[config.mk]
export PLATFORM = sky130hd
export DESIGN_NAME = ov5640_line_packer_flat
export DESIGN_NICKNAME = d
export VERILOG_FILES = /design/src/rtl/ov5640_line_packer_if.sv /design/src/rtl/ov5640_line_packer.sv /design/src/flat_wrapper.sv
export SDC_FILE = /design/constraint.sdc
export NUM_CORES = 1
export LEC_CHECK = 0
export ABC_AREA = 1
export BUFFER_PORTS_ARGS = -buffer_cell sky130_fd_sc_hd__buf_2
export CAP_MARGIN = 15
export CELL_PAD_IN_SITES_DETAIL_PLACEMENT = 1
export CELL_PAD_IN_SITES_GLOBAL_PLACEMENT = 1
export CORE_MARGIN = 2
export CORE_UTILIZATION = 25
export CTS_CLUSTER_SIZE = 28
export DETAILED_ROUTE_END_ITERATION = 8
export GPL_TIMING_DRIVEN = 0
export PLACE_DENSITY = 0.66
export SYNTH_ARGS = -nofsm -noshare
export SYNTH_HDL_FRONTEND = slang
export SYNTH_SLANG_ARGS = --single-unit
[constraint.sdc]
create_clock -name ov5640_pclk -period 1.7 [get_ports ov5640_pclk]
set_clock_uncertainty 0.2 [all_clocks]
set_input_delay 0.085 -clock ov5640_pclk [delete_from_list [all_inputs] [get_ports ov5640_pclk]]
set_output_delay 0.085 -clock ov5640_pclk [all_outputs]
set_load 0.02 [all_outputs]
[src/rtl/ov5640_line_packer_if.sv]
// ----------------------------------------------------------------------------
// ov5640_line_packer_if
//
// Purpose:
//   Write side of the pclk->eth async FIFO. The line packer pushes 32-bit
//   words through this bundle. The FIFO reports back its full flag, which is
//   already in the pclk domain.
//
// Signals:
//   fifo_full     FIFO full flag (FIFO -> packer)
//   fifo_wr_en    single-cycle write strobe (packer -> FIFO)
//   fifo_wr_data  packed word {pixel0, pixel1} or line header (packer -> FIFO)
//
// Modports:
//   master  the line packer (drives write strobe and data)
//   slave   the FIFO write port (drives the full flag)
// ----------------------------------------------------------------------------
interface ov5640_line_packer_if;
    logic        fifo_full;
    logic        fifo_wr_en;
    logic [31:0] fifo_wr_data;

    modport master (
        input  fifo_full,
        output fifo_wr_en,
        output fifo_wr_data
    );

    modport slave (
        output fifo_full,
        input  fifo_wr_en,
        input  fifo_wr_data
    );
endinterface

[src/rtl/ov5640_line_packer.sv]
// ----------------------------------------------------------------------------
// ov5640_line_packer
//
// Purpose:
//   Sits after the OV5640 16-bit pixel assembler in the ov5640_pclk domain.
//   Frames the RGB565 pixel stream on vsync rising edges. Counts pixels and
//   lines. Packs pixel pairs into 32-bit words {pixel0, pixel1}, which are
//   written into the pclk->eth async FIFO. When the FIFO is full on a write
//   attempt, the rest of that line is dropped. Line-done and error events
//   are reported to the UDP packet scheduler as single-cycle pulses.
//
// Parameters:
//   H_PIXEL  pixels per line (must be even)
//   V_LINE   lines per frame (at most 2047)
//
// Ports:
//   ov5640_pclk   in   camera pixel clock
//   sys_rst_n     in   asynchronous reset, active-low
//   ov5640_vsync  in   camera frame sync, a rising edge starts a frame
//   pix_en        in   pixel valid strobe
//   pix_data      in   RGB565 pixel, sampled when pix_en is high
//   fifo          --   FIFO write bundle (master side: full in, wr_en/data out)
//   frame_start   out  1-cycle pulse after a vsync rising edge
//   line_done     out  1-cycle pulse with the final word of a line
//   line_num      out  index of the last completed line (held)
//   line_err      out  1-cycle pulse when a line gets truncated by FIFO full
//   frame_err     out  1-cycle pulse when a frame restarts part-way through
//
// Build option:
//   OV5640_PACK_HDR_EN  when defined, each line is prefixed with a header
//                       word {16'hA55A, 5'd0, line_cnt}. The FIFO then
//                       receives H_PIXEL/2 + 1 words per line instead of
//                       H_PIXEL/2.
// ----------------------------------------------------------------------------
module ov5640_line_packer #(
    parameter int H_PIXEL = 640,
    parameter int V_LINE  = 480
) (
    input  logic                    ov5640_pclk,
    input  logic                    sys_rst_n,
    input  logic                    ov5640_vsync,
    input  logic                    pix_en,
    input  logic [15:0]             pix_data,
    ov5640_line_packer_if.master    fifo,
    output logic                    frame_start,
    output logic                    line_done,
    output logic [10:0]             line_num,
    output logic                    line_err,
    output logic                    frame_err
);

    // Pixel counter width. It is kept at least one bit wide so that tiny
    // test configurations still elaborate.
    localparam int PW = (H_PIXEL > 2) ? $clog2(H_PIXEL) : 1;

    localparam logic [PW-1:0] H_LAST     = PW'(H_PIXEL - 1);
    localparam logic [10:0]   V_LINE_W   = 11'(V_LINE);
    localparam logic [10:0]   V_LAST     = 11'(V_LINE - 1);

`ifdef OV5640_PACK_HDR_EN
    localparam logic [15:0]   HDR_TAG    = 16'hA55A;
`endif

    localparam logic [1:0] ST_IDLE   = 2'd0;
    localparam logic [1:0] ST_ACTIVE = 2'd1;
    localparam logic [1:0] ST_DROP   = 2'd2;
    localparam logic [1:0] ST_DONE   = 2'd3;

    logic [1:0]    state;
    logic          vsync_dly;
    logic [PW-1:0] pix_cnt;
    logic [10:0]   line_cnt;
    logic          half;
    logic [15:0]   hi_reg;

    logic          vsync_edge;
    logic          accept;
    logic          line_end;
    logic          data_try;
    logic          hdr_try;
    logic          wr_attempt;
    logic          overflow;
    logic          frame_short;
    logic [31:0]   hdr_word;

    // Decode the current cycle. A vsync edge takes priority over pixel
    // acceptance, so a pixel that arrives with the edge is ignored. A line
    // end on that same cycle is then lost as well, because the counters are
    // cleared anyway. The full flag only matters on cycles that would write.
    // That is why the block never stalls its input.
    always_comb begin
        vsync_edge  = ov5640_vsync & ~vsync_dly;
        accept      = pix_en & ~vsync_edge &
                      ((state == ST_ACTIVE) || (state == ST_DROP));
        line_end    = accept && (pix_cnt == H_LAST);
        data_try    = accept && (state == ST_ACTIVE) && half;
`ifdef OV5640_PACK_HDR_EN
        // The header goes out on the first pixel of the line. That pixel
        // always has half == 0, so the header can never collide with a
        // data write.
        hdr_try     = accept && (state == ST_ACTIVE) && (pix_cnt == '0);
        hdr_word    = {HDR_TAG, 5'd0, line_cnt};
`else
        hdr_try     = 1'b0;
        hdr_word    = 32'd0;
`endif
        wr_attempt  = data_try | hdr_try;
        overflow    = wr_attempt & fifo.fifo_full;
        frame_short = (line_cnt != 11'd0) && (line_cnt < V_LINE_W);
    end

    // Main sequencer. The event outputs default low every cycle, so each one
    // is a single-cycle pulse. All outputs are registered, which gives one
    // cycle of latency from the pixel strobe to the FIFO write and to
    // line_done. line_done therefore lines up with the last word of the line.
    always_ff @(posedge ov5640_pclk or negedge sys_rst_n) begin
        if (!sys_rst_n) begin
            state             <= ST_IDLE;
            vsync_dly         <= 1'b0;
            pix_cnt           <= '0;
            line_cnt          <= 11'd0;
            half              <= 1'b0;
            hi_reg            <= 16'd0;
            fifo.fifo_wr_en   <= 1'b0;
            fifo.fifo_wr_data <= 32'd0;
            frame_start       <= 1'b0;
            line_done         <= 1'b0;
            line_num          <= 11'd0;
            line_err          <= 1'b0;
            frame_err         <= 1'b0;
        end else begin
            vsync_dly       <= ov5640_vsync;
            fifo.fifo_wr_en <= 1'b0;
            frame_start     <= 1'b0;
            line_done       <= 1'b0;
            line_err        <= 1'b0;
            frame_err       <= 1'b0;

            if (vsync_edge) begin
                // A new frame starts here, whatever state we were in. If the
                // previous frame stopped after some lines but before the
                // full count, report it.
                state       <= ST_ACTIVE;
                pix_cnt     <= '0;
                line_cnt    <= 11'd0;
                half        <= 1'b0;
                frame_start <= 1'b1;
                frame_err   <= frame_short;
            end else if (accept) begin
                if ((state == ST_ACTIVE) && !half) begin
                    hi_reg <= pix_data;
                end
                half <= ~half;

                if (wr_attempt && !fifo.fifo_full) begin
                    fifo.fifo_wr_en   <= 1'b1;
                    fifo.fifo_wr_data <= hdr_try ? hdr_word
                                                 : {hi_reg, pix_data};
                end

                // A refused write truncates the line. Pixels are still
                // counted in DROP so that the line boundary is kept.
                if (overflow) begin
                    line_err <= 1'b1;
                    state    <= ST_DROP;
                end

                // At the line end, the next state set here overrides the DROP
                // set above. A refusal on the very last word has nothing left
                // to drop, so the packer returns straight to ACTIVE (or moves
                // to DONE).
                if (line_end) begin
                    pix_cnt   <= '0;
                    half      <= 1'b0;
                    line_done <= 1'b1;
                    line_num  <= line_cnt;
                    line_cnt  <= line_cnt + 11'd1;
                    state     <= (line_cnt == V_LAST) ? ST_DONE : ST_ACTIVE;
                end else begin
                    pix_cnt <= pix_cnt + 1'b1;
                end
            end
        end
    end

endmodule

[src/flat_wrapper.sv]
// flat-port wrapper written by rule: the top's interface ports become plain ports
module ov5640_line_packer_flat 
#(
    parameter int H_PIXEL = 640,
    parameter int V_LINE  = 480
)
  (ov5640_pclk, sys_rst_n, ov5640_vsync, pix_en, pix_data, frame_start, line_done, line_num, line_err, frame_err, fifo_fifo_full, fifo_fifo_wr_en, fifo_fifo_wr_data);
  ov5640_line_packer_if fifo_i ();
  input  logic ov5640_pclk;
  input  logic sys_rst_n;
  input  logic ov5640_vsync;
  input  logic pix_en;
  input  logic [15:0] pix_data;
  output logic frame_start;
  output logic line_done;
  output logic [10:0] line_num;
  output logic line_err;
  output logic frame_err;
  input wire logic [$bits(fifo_i.fifo_full)-1:0] fifo_fifo_full;
  output wire logic [$bits(fifo_i.fifo_wr_en)-1:0] fifo_fifo_wr_en;
  output wire logic [$bits(fifo_i.fifo_wr_data)-1:0] fifo_fifo_wr_data;
  assign fifo_i.fifo_full = fifo_fifo_full;
  assign fifo_fifo_wr_en = fifo_i.fifo_wr_en;
  assign fifo_fifo_wr_data = fifo_i.fifo_wr_data;
  ov5640_line_packer #(.H_PIXEL(H_PIXEL), .V_LINE(V_LINE)) u_core (.ov5640_pclk(ov5640_pclk), .sys_rst_n(sys_rst_n), .ov5640_vsync(ov5640_vsync), .pix_en(pix_en), .pix_data(pix_data), .fifo(fifo_i), .frame_start(frame_start), .line_done(line_done), .line_num(line_num), .line_err(line_err), .frame_err(frame_err));
endmodule
### Yosys cells after proc, flatten, opt, wreduce, memory -nomap -nowiden

Cells that the tools add are included.

* output and inout port bits: 48
* logic and storage cells: 70
* bits of input ports: 21
* bits in registers: 89

* multiplexer cells: 25
* order comparisons: 1
* equal/unequal tests: 4
* bitwise gates (word level): 7
* reductions and logical operators: 18
* add/sub/neg operators: 2

Operators by type and width (count)
* two-way mux 11 bit: 3
* two-way mux 10 bit: 3
* two-way mux 1 bit: 14
* adder 11 x 1 -> 11 bit (second input constant): 1
* == test 11 x 9 -> 1 bit (second input constant): 1
* less-than comparator 11 x 9 -> 1 bit (second input constant): 1
* nonzero test 11 bit: 1
* adder 10 x 1 -> 10 bit (second input constant): 1
* == test 10 bit (second input constant): 1
* two-way mux 2 bit: 5
* AND reduction 3 bit: 3
* logical AND 1 bit: 6
* AND 1 bit: 4
* AND reduction 2 bit: 2
* nonzero test 2 bit: 2
* NOT 1 bit: 3
* nonzero test 3 bit: 1
* == test 2 x 1 -> 1 bit (second input constant): 1
* == test 2 bit (second input constant): 1
* logical NOT 1 bit: 2
* logical OR 1 bit: 1

### Longest topological paths before layout

Gate-level depths: netlist (run 1).

* depth in word-level cells: 12
* mapped depth: 11

### Worst setup path after synthesis (run 1)

No wires, ideal clock.

* path kind: register -> register
* start: reg u_core.state[0]
* end: reg u_core.line_cnt[7]
* arrival: 1442 ps
* path slack: -60 ps
* data required time: 1382 ps
* period minus slack after synthesis: 1760 ps
* stages on the path, launching flop included: 12
* library setup time: 118 ps
* cells stage by stage: dfrtp_1 inv_1 ha_1 inv_1 nand3_2 nor2_4 nand2_4 nand2_8 inv_6 buf_8 nand2_1 nand2_1

* word-level cells in the longest chain between the ends: 6
* elaborated cells on any way between the ends: 8
* those cells by class: eq/ne: 2; bitwise: 1; reduce/logical: 5

RTL lines
* from (decl): RTL line ov5640_line_packer.sv:69 `logic [1:0] state;`
* from (signal assigned): RTL line ov5640_line_packer.sv:178 `state <= (line_cnt == V_LAST) ? ST_DONE : ST_ACTIVE;`
* == test 2 x 1 -> 1 bit / == test 2 bit (equally long branches): RTL line ov5640_line_packer.sv:94 `((state == ST_ACTIVE) || (state == ST_DROP));`
* logical OR 1 bit *: RTL line ov5640_line_packer.sv:94
* AND 1 bit *: RTL line ov5640_line_packer.sv:93 `accept = pix_en & ~vsync_edge &`
* logical AND 1 bit: RTL line ov5640_line_packer.sv:95 `line_end = accept && (pix_cnt == H_LAST);`
* nonzero test 2 bit (no source line)
* AND reduction 2 bit (no source line) *
* to (signal assigned): RTL line ov5640_line_packer.sv:177 `line_cnt <= line_cnt + 11'd1;`
* to (decl): RTL line ov5640_line_packer.sv:72 `logic [10:0] line_cnt;`

Mark *: on every way between the ends. The rest lies on a longest branch, timed or not.
A chain may end at the register's enable or synchronous reset.

### Final worst setup path (run 1)

* start: reg u_core.state[0]
* end: reg u_core.state[1]

* word-level cells in the longest chain between the ends: 8
* elaborated cells on any way between the ends: 14
* those cells by class: eq/ne: 2; mux: 3; bitwise: 2; reduce/logical: 7

RTL lines
* == test 2 x 1 -> 1 bit / == test 2 bit (equally long branches): RTL line ov5640_line_packer.sv:94, ov5640_line_packer.sv:96
* logical OR 1 bit: RTL line ov5640_line_packer.sv:94
* AND 1 bit: RTL line ov5640_line_packer.sv:93
* logical AND 1 bit (2 in series): RTL line ov5640_line_packer.sv:96 `data_try = accept && (state == ST_ACTIVE) && half;`
* AND 1 bit: RTL line ov5640_line_packer.sv:108 `overflow = wr_attempt & fifo.fifo_full;`
* nonzero test 3 bit (no source line)
* AND reduction 2 bit (no source line)

Parallel ways exist; a longest one is shown, timed or not. The select of a mux whose other input is x is not followed.

==> results.md, run 1 <==
- IO Pins: 69
- Worst-path clk slew: 60 ps
- Fin crit share: 108%
- Delay-heaviest family, CP: buffers and inverters
- Distinct cells, synth: 32
- Critical path data arrival time: 1870 ps
- Via Count: 3,348
- Dominant cell by count in the synthesized netlist: nand2_1
- Synth async-reset ratio: 100%
- Inst Count DP: 690
- Critical-path cell list: inv_2, ha_4, inv_4, nand3_4, nor2_4, nand2_4, buf_6, buf_6, o21ai_2, nor2_1
- Post-synth EDFFs: 0
- DRC: 0
- Wirelength per Cell: 15.2 microns
- Non-filler cells, final: 749
- Synth warn: 0
- Diode count: 0
- WHS Endpoint: u_core.state[1]
- Max Clk Rate: 0.544 GHz
- Worst Path Class, Setup: reg -> reg
- Max Slew Vio Count: 0
- Hold Path Stages: 5
- Die ar.: 0.0164 sq mm
- Hold path startpoint: ov5640_vsync
- First-pass GRT wire length: 18,200 microns
- Number of global-route vias before repair: 3,578
- Final WL: 11,400 microns
- RSZ-0062 raised after global routing: yes
- Antenna violations before repair: 0
- Layout area overhead: 42.7%
- Worst Reg-to-Reg Cells: 10
- Share of the synthesized area in the top cell type: 57.7%
- FF+latch count, synth: 89
- GRT Total Usage: 14.1%
- CP max FO: 5
- Most used cell, CP: buf_6
- Root Driver: clkbuf_16
- Total negative slack: -4290 ps
- Minimum clock period after layout: 1840 ps
- Area contributors post-synth: dfrtp_1 58%, nand2_1 13%, o21ai_0 6.5%
- Final setup margin: -138 ps
- Failing checks: setup timing
- Total Nets Final: 582
- Port bufs: 68
- Starting Density: 25.5%
- Core area: 0.0151 sq mm
- H-tree Lvls: 3
- # Max-Cap Violations: 0
- DRT Pass-1 Iters: 4
- Slowest Stage Delay on Critical Path: 400 ps
- Clk buf depth: 2
- Largest area contributor in the netlist: dfrtp_1
- R2R Path End: u_core.state[1]
- Syn Inst Count: 433
- TritonCTS Sinks: 89
- Synth top cells by count: 135 x nand2_1, 89 x dfrtp_1, 50 x o21ai_0
- Post-Syn Nets: 459
- Layout cells sized above 1: 33.5%
- Power, Total: 6.41 mW
- Worst hold path class: in -> reg
- Grt total ovfl: 0
- R2R Setup Slk: -140 ps
- Worst r2r src: u_core.state[0]
- Pin count of the biggest net entering global routing: 67
- Die Y: 128 microns
- Vias/cell: 4.47
- Sequential fraction of the synthesis area: 57.7%
- Cell area after synthesis: 0.00386 sq mm
- Cell Pwr Density: 1160 mW/mm^2
- Placer Congestion: 0.773
- Pleak: 2.79 nW
- TritonCTS Buffers: 9
- Critical path's slowest cell: dfrtp_1
- Critical Path RT: 1730 ps
- Status: complete, but fails checks
- Die width: 128 microns
- CTS tree: built
- Least-Margin Pin Slew: 608 ps
- Hpwl dp: 7420 microns
- Max reg flops: 32
- Post-route ant nets: 0
- 1st-iter DRT viols: 147
- Critical path startpoint category: flop
- Worst Path Buf+Inv: 4
- Final setup fails: 77
- Final Hold Fails: 0
- Max IR drop VDD: 0.000462 V
- Num rows: 45
- Slew Limit Headroom: 59.3%
- Dominant synthesized flop cell: dfrtp_1
- Worst-skew pair later-pin latency: 340 ps
- Synthesized area per cell: 8.91 sq um
- Worst setup EP type: flop
[tightest hold or removal path, cell delays in order]
cell     delay (ps)
buf_2           110
nand2_4         100
buf_6           170
o21ai_2          60
nor2_1           40
[power breakdown]
group | switching, mW | internal [mW] | total (mW)
combinational | 1.00 | 0.645 | 1.65
clock | 0.831 | 0.996 | 1.83
sequential | 0.306 | 2.63 | 2.94
total | 2.14 | 4.27 | 6.41
[cells in the final DEF, fill, tap and decap left out, types with 14 or more instances in the layout]
| master | count |
|---|---|
| o21ai_1 | 21 |
| nand3_1 | 19 |
| o21ai_0 | 25 |
| buf_6 | 14 |
| nand2_2 | 21 |
| nor2_1 | 22 |
| buf_2 | 67 |
| nand2_1 | 112 |
| dlygate4sd3_1 | 23 |
| o21ai_2 | 15 |
| inv_1 | 42 |
| dfrtp_1 | 87 |
[metal layers]
layer | vias to the layer above | share of wire [%] | track usage, %
met2 | 62 | 50 | 25.1
li1 | 1622 | - | -
met5 | - | 0 | 0
met1 | 1655 | 45 | 17.3
met3 | 9 | 3.6 | 2.59
met4 | 0 | 0.78 | 4.07
[metrics by stage]
stage | cell area [sq um] | hold WS, ps | setup WS, ps | utilization, %
floorplan | 3870 | -411 | -30.0 | -
global placement | 4440 | 57.7 | -484 | 29.3
detailed placement | 4470 | -177 | -243 | 29.5
CTS | 5340 | 36.2 | -136 | 35.3
global route | 5510 | 65.8 | -222 | 36.3
finish | 5510 | 57.0 | -138 | 36.3
[timing repair]
| action | CTS | global route |
|---|---|---|
| hold endpoints to repair | 126 | 0 |
| cloned | 1 | 1 |
| setup buffers | 18 | 2 |
| setup endpoints to repair | 84 | 86 |
| resized for setup | 88 | 39 |
| hold buffers | 23 | 0 |
| pin swaps | 10 | 8 |
[worst max path at each step]
stage,start,endpoint,cells past startpoint
5_1_grt,u_core.state[0],u_core.state[1],11
4_1_cts,u_core.state[1],u_core.pix_cnt[5],9
6_report,u_core.state[0],u_core.state[1],10
3_5_place_dp,u_core.state[0],u_core.line_cnt[7],11
2_1_floorplan,u_core.state[0],u_core.line_cnt[7],11
3_3_place_gp,sys_rst_n,u_core.pix_cnt[7],1
[logic make-up after synthesis]
kind of cell / count (synthesis) / synth area share, %
AOI/OAI and AO/OA: 69 / 9.57
xor gates and xnor gates: 1 / 0.227
adders and majority gates: 5 / 1.62
buffers and inverters: 64 / 7.65
DFF: 89 / 57.7
and+or+nand+nor: 205 / 23.2
[cell type report]
type	count	area [sq um]
clock buffers	12	236
inverters	49	211
plain buffers	14	175
clock inverters	4	28.8
fillers	1728	9640
multi-input cells	280	1540
well taps	188	235
repair buffers	113	848
flip-flops and latches	89	2230
No activity file was read; power rests on OpenSTA's default activity.
==> run 2, diff against run 1 <==
--- a/config.mk
+++ b/config.mk
@@ -16,6 +16,7 @@
 export DETAILED_ROUTE_END_ITERATION = 8
 export GPL_TIMING_DRIVEN = 0
 export PLACE_DENSITY = 0.66
+export RECOVER_POWER = 25
 export SYNTH_ARGS = -nofsm -noshare
 export SYNTH_HDL_FRONTEND = slang
 export SYNTH_SLANG_ARGS = --single-unit
==> run 2 against run 1 <==
Effect of this change: the flow still finishes with violations (setup timing); sequential share of layout area up 0.18 points; clock-buffer cell count stayed put; hold slack worse by 2.0 ps; worst setup slack got worse by 2.3 ps; final cell count stayed put; critical endpoint unchanged; highest routed layer unchanged; die area unchanged.
==> results.md, run 2 (synthesis gave the netlist of run 1 again) <==
- Most frequent cells in the layout: 112 x nand2_1, 87 x dfrtp_1, 67 x buf_2
- Share of power burned in the clock network: 28.5% (about the same)
- Failing checks: setup timing
- Final core utilization: 36.2% (-0.16 points)
- Number of global-route vias before repair: 3,578 (unchanged)
- Minimum clock period after layout: 1840 ps (+2.32 ps)
- Internal power: 4.27 mW (-0.15%)
- Wirelength per Cell: 15.3 microns (+0.42%)
- Critical Path RT: 1730 ps (about the same)
- Critical path data arrival time: 1870 ps (about the same)
- Starting Density: 25.5% (unchanged)
- CP Launch Point: u_core.state[0]
- Core area: 0.0151 sq mm (unchanged)
- H-tree Lvls: 3 (unchanged)
- GRT met3 Usage: 2.59% (unchanged)
- Non-filler cells, final: 749 (unchanged)
- Met2 usage: 25.1% (unchanged)
- Diode count: 0 (unchanged)
- Post-route ant nets: 0 (unchanged)
- Worst r2r src: u_core.state[0]
- Hold Path Stages: 5 (unchanged)
- Pleak: 2.77 nW (-0.42%)
- Die Y: 128 microns (unchanged)
- IO Pins: 69 (unchanged)
- Hpwl dp: 7420 microns (unchanged)
- Slew Limit Headroom: 37.7% (-22 points)
- Via Count: 3,364 (+0.48%)
- Max reg flops: 32 (unchanged)
- Total Nets Final: 582 (unchanged)
- Final WL: 11,400 microns (+0.42%)
- Port bufs: 68 (unchanged)
- CTS tree: built
- GRT Total Usage: 14.1% (unchanged)
- Inst Count DP: 690 (unchanged)
- TritonCTS Buffers: 9 (unchanged)
- Worst-skew pair later-pin latency: 340 ps (about the same)
- # Max-Cap Violations: 0 (unchanged)
- DRC: 0 (unchanged)
- Cell Pwr Density: 1170 mW/mm^2 (+0.34%)
- Critical path startpoint category: flop
- Layout cells sized above 1: 33.3% (-0.18 points)
- Worst Reg-to-Reg Cells: 10 (unchanged)
- RSZ-0062 raised after global routing: yes
- DRT Pass-1 Iters: 4 (unchanged)
- Final setup margin: -140 ps (-2.32 ps)
- Grt total ovfl: 0 (unchanged)
- Worst Path Class, Setup: reg -> reg
- TritonCTS Sinks: 89 (unchanged)
- Max IR drop VDD: 0.000467 V (+1.1%)
- CP max FO: 5 (unchanged)
- Switching Power: 2.14 mW (about the same)
- Max Slew Vio Count: 0 (unchanged)
- Hold path startpoint: ov5640_vsync
- Layout area overhead: 42.1%
- Busiest grt layer: met2
- Met1 usage in global routing: 17.3% (unchanged)
- Max Clk Rate: 0.543 GHz (-0.13%)
- Worst setup EP type: flop
- Worst-path clk slew: 60 ps (about the same)
- Root Driver: clkbuf_16
- Switch share: 33.4% (+0.038 points)
- Comb power frac: 25.6% (about the same)
- Die width: 128 microns (unchanged)
- Pin count of the biggest net entering global routing: 67 (unchanged)
- Least-Margin Pin Slew: 935 ps (+327 ps)
- Clk buf depth: 2 (unchanged)
- Vias/cell: 4.49 (+0.48%)
- Antenna violations before repair: 0 (unchanged)
- Fin crit share: 108% (+0.14 points)
- Worst hold path class: in -> reg
- 1st-iter DRT viols: 128 (-13%)
- Num rows: 45 (unchanged)
- Die ar.: 0.0164 sq mm (unchanged)
- First-pass GRT wire length: 18,200 microns (unchanged)
- Placer Congestion: 0.773 (unchanged)
- Final setup fails: 77 (unchanged)
- Commonest non-fill, non-tap cell in the layout: nand2_1
- Reg power frac: 45.9% (about the same)
- Final Hold Fails: 0 (unchanged)
- Status: complete, but fails checks
## run 2: power groups by stage
| stage | clock (mW) | sequential (mW) | combinational, mW |
|---|---|---|---|
| 2_1_floorplan | 0 | 3.27 | 0.520 |
| 3_3_place_gp | 0 | 2.94 | 1.36 |
| 3_5_place_dp | 0 | 2.96 | 1.43 |
| 4_1_cts | 1.89 | 2.94 | 1.59 |
| 5_1_grt | 1.97 | 3.01 | 1.82 |
| 6_report | 1.83 | 2.94 | 1.64 |
## run 2: metal layers
metal	vias to the layer above	share of wire (%)
met1	1662	45
li1	1623	-
met4	0	1.1
met3	11	3.7
met2	68	50
met5	-	0
## run 2: final cells by class
cell class,instances,area (sq um)
Inverter,49,211
Timing Repair Buffer,113,825
Fill cell,1730,9660
Multi-Input combinational cell,280,1540
Clock inverter,4,28.8
Sequential cell,89,2230
Buffer,14,175
Clock buffer,12,236
Tap cell,188,235
## run 2: worst paths after layout
check	end	slack [ps]
max	u_core.state[1]	-140
min reg2reg	u_core.fifo.fifo_wr_data[18]	270
min	u_core.state[1]	50
min in group asynchronous	u_core.fifo.fifo_wr_data[10]	440
max in group asynchronous	u_core.line_cnt[0]	200
max reg2reg	u_core.state[1]	-140
## run 2: repair_timing
item                                   in CTS  in global routing
cloned                                      1                  1
pin swaps                                  10                  8
setup endpoints to repair                  84                 86
hold buffers                               23                  0
buffers inserted                           18                  2
gates resized for setup                    88                 39
endpoints found under the hold margin     126                  0
## run 2: critical path: stages (launching register included)
cell and delay [ps]:
dfrtp_1 400, inv_2 90, ha_4 210, inv_4 60, nand3_4 110, nor2_4 130, nand2_4 120, buf_6 150
buf_6 110, o21ai_2 100, nor2_1 50
## run 2: metrics by stage
stage | setup WS (ps) | total power, mW | instance area (sq um) | setup TNS [ps] | hold slack [ps]
global placement | -484 | 4.30 | 4440 | -51360 | 57.7
floorplan | -30.0 | 3.79 | 3870 | -86.5 | -411
detailed placement | -243 | 4.39 | 4470 | -11960 | -177
CTS | -136 | 6.41 | 5340 | -6550 | 36.2
global route | -222 | 6.80 | 5480 | -11390 | 65.8
finish | -140 | 6.41 | 5480 | -4480 | 55.0
==> run 3, diff against run 2 <==
--- a/config.mk
+++ b/config.mk
@@ -8,14 +8,12 @@
 export ABC_AREA = 1
 export BUFFER_PORTS_ARGS = -buffer_cell sky130_fd_sc_hd__buf_2
 export CAP_MARGIN = 15
-export CELL_PAD_IN_SITES_DETAIL_PLACEMENT = 1
-export CELL_PAD_IN_SITES_GLOBAL_PLACEMENT = 1
 export CORE_MARGIN = 2
 export CORE_UTILIZATION = 25
 export CTS_CLUSTER_SIZE = 28
 export DETAILED_ROUTE_END_ITERATION = 8
 export GPL_TIMING_DRIVEN = 0
-export PLACE_DENSITY = 0.66
+export PLACE_DENSITY = 0.56
 export RECOVER_POWER = 25
 export SYNTH_ARGS = -nofsm -noshare
 export SYNTH_HDL_FRONTEND = slang
==> run 3 against run 2 <==
Effect of this change: first-iteration DRC count up 130%; largest power group unchanged; hold slack better by 220 ps; register-to-register slack improved by 60 ps; critical path depth is 1 lower; total power is 2.1% higher; the run still ends with setup timing left; core utilization down 0.53 points; clock-buffer cell count down 1; largest cell class unchanged; maximum frequency is 3.1% higher.
==> results.md, run 3 (synthesis gave the netlist of run 1 again) <==
- Diode count: 0 (unchanged)
- TritonCTS Sinks: 89 (unchanged)
- Critical path data arrival time: 1820 ps (-50 ps)
- GRT met3 Usage: 2.80% (+0.21 points)
- Final setup fails: 75 (-2.6%)
- Max reg flops: 32 (unchanged)
- Worst Path Class, Setup: reg -> reg
- CP max FO: 5 (unchanged)
- Max Slew Vio Count: 0 (unchanged)
- GRT Total Usage: 11.9% (-2.2 points)
- Critical path startpoint category: flop
- Most frequent cells in the layout: 110 x nand2_1, 87 x dfrtp_1, 40 x inv_1
- Slowest Stage Delay on Critical Path: 440 ps (+40 ps)
- Post-route ant nets: 0 (unchanged)
- Met1 usage in global routing: 13.8% (-3.5 points)
- Die width: 128 microns (unchanged)
- Wirelength per Cell: 13.4 microns (-12%)
- Worst-skew pair later-pin latency: 340 ps (about the same)
- RSZ-0062 raised after global routing: yes
- R2R Path End: u_core.fifo.fifo_wr_data[24]
- CTS tree: built
- Final setup margin: -85.1 ps (+55.1 ps)
- H-tree Lvls: 3 (unchanged)
- Via Count: 3,301 (-1.9%)
- Total negative slack: -3320 ps (+1160 ps)
- IO Pins: 69 (unchanged)
- Core area: 0.0151 sq mm (unchanged)
- Setup WS pre-CTS: -209 ps (+33.8 ps)
- Commonest non-fill, non-tap cell in the layout: nand2_1
- Critical Path RT: 1730 ps (about the same)
- Status: complete, but fails checks
- 1st-iter DRT viols: 293 (+130%)
- Pleak: 2.63 nW (-5.3%)
- Slew Limit Headroom: 74.0% (+36 points)
- Starting Density: 25.5% (unchanged)
- Die Y: 128 microns (unchanged)
- CP Launch Point: u_core.state[1]
- Root Driver: clkbuf_16
- Multi-input gate area: 0.00154 sq mm (about the same)
- DRC: 0 (unchanged)
- Worst hold path class: reg -> reg
- Critical path's slowest cell: dfrtp_2
- Fin crit share: 105% (-3.2 points)
- Num rows: 45 (unchanged)
- Met2 usage: 20.8% (-4.3 points)
- Clk buf depth: 2 (unchanged)
- First-pass GRT wire length: 15,600 microns (-14%)
- Hpwl dp: 6630 microns (-11%)
- Busiest grt layer: met2
- Max IR drop VDD: 0.000516 V (+11%)
- End of the critical path: u_core.fifo.fifo_wr_data[24]
- Max Clk Rate: 0.560 GHz (+3.1%)
- Placer Congestion: 0.823 (+6.5%)
- DRT Pass-1 Iters: 5 (+1)
- Worst Reg-to-Reg Cells: 9 (-1)
- Non-filler cells, final: 742 (-0.93%)
- Pin count of the biggest net entering global routing: 68 (+1.5%)
- Layout cells sized above 1: 26.7% (-6.6 points)
- # fillers: 1,531 (-12%)
- Port bufs: 68 (unchanged)
- # Max-Cap Violations: 0 (unchanged)
- Die ar.: 0.0164 sq mm (unchanged)
- Antenna violations before repair: 0 (unchanged)
- Worst setup EP type: flop
- FF+latch area: 0.00223 sq mm (unchanged)
- TritonCTS Buffers: 9 (unchanged)
- Total Nets Final: 575 (-1.2%)
- R2R Setup Slk: -90 ps (+60 ps)
- Hold path startpoint: u_core.hi_reg[11]
- Failing checks: setup timing
- Cell Pwr Density: 1210 mW/mm^2 (+3.6%)
- Final WL: 9970 microns (-13%)
- Least-Margin Pin Slew: 387 ps (-548 ps)
- Minimum clock period after layout: 1790 ps (-55.1 ps)
- Inst Count DP: 690 (unchanged)
- Final Hold Fails: 0 (unchanged)
- Grt total ovfl: 0 (unchanged)
- Critical-path cell list: inv_2, ha_4, nand2_4, nor3_4, nand2_4, buf_12, clkbuf_16, nand2_1, nand2_1
- Layout area overhead: 40.0%
- Vias/cell: 4.45 (-0.95%)
- Number of global-route vias before repair: 3,191 (-11%)
- Worst-path clk slew: 60 ps (about the same)
- Worst r2r src: u_core.state[1]
==> run 3: cell count changes in the layout (fill, tap and decap cells not counted), sizes merged <==
cell / delta
buf: -39
clkbuf: +33
dlygate4sd3: -2
bufinv: +1
==> run 3: routing by layer <==
metal | vias up | part of all wire (%)
met5 | - | 0
met4 | 0 | 1.9
met3 | 17 | 3.5
met2 | 81 | 52
met1 | 1597 | 43
li1 | 1606 | -
==> run 3: area by class of cell <==
class                   instances  area share (%)
clock buffers                  11            4.49
inverters                      49            3.66
clock inverters                 5            1.02
well taps                     188            4.35
repair buffers                105            13.6
multi-input cells             280            28.5
flip-flops and latches         89            41.3
plain buffers                  15            3.08
==> run 3: timing repair <==
| action | in CTS | in global routing |
|---|---|---|
| setup endpoints to repair | 82 | 84 |
| cloned | 0 | 4 |
| pin swaps | 6 | 14 |
| hold buffers | 21 | 0 |
| resized for setup | 44 | 59 |
| hold endpoints to repair | 125 | 0 |
| buffers inserted | 8 | 3 |
==> run 3: through the flow <==
step           total power, mW  area, sq um  hold WS, ps  util (%)
4_1_cts                   6.47         5150          245      34.0
3_5_place_dp              4.35         4470         -191      29.5
3_3_place_gp              4.30         4440         61.0      29.3
6_report                  6.54         5400          270      35.7
2_1_floorplan             3.79         3870         -411         -
5_1_grt                   6.91         5400          290      35.7
==> run 3: report_power, final <==
group | switching (mW) | internal, mW | leakage [nW]
combinational | 0.979 | 0.606 | 1.31
sequential | 0.335 | 2.64 | 1.17
clock | 0.812 | 1.17 | 0.142
total | 2.13 | 4.42 | 2.63
==> run 3: worst max-delay path: cells and delay by family (launching register included) <==
kind                       cells  cell delay, ps
adders and majority gates      1             150
and+or+nand+nor                5             490
buffers and inverters          3             400
DFF                            1             440
==> run 3: how the worst min path moves through the flow <==
stage | cells past startpoint | slack [ps] | to
finish | 2 | 270 | u_core.fifo.fifo_wr_data[27]
detailed placement | 1 | -190 | u_core.hi_reg[10]
CTS | 2 | 250 | u_core.vsync_dly
global route | 2 | 290 | u_core.fifo.fifo_wr_data[22]
floorplan | 0 | -410 | u_core.fifo.fifo_wr_data[0]
global placement | 1 | 60 | u_core.vsync_dly
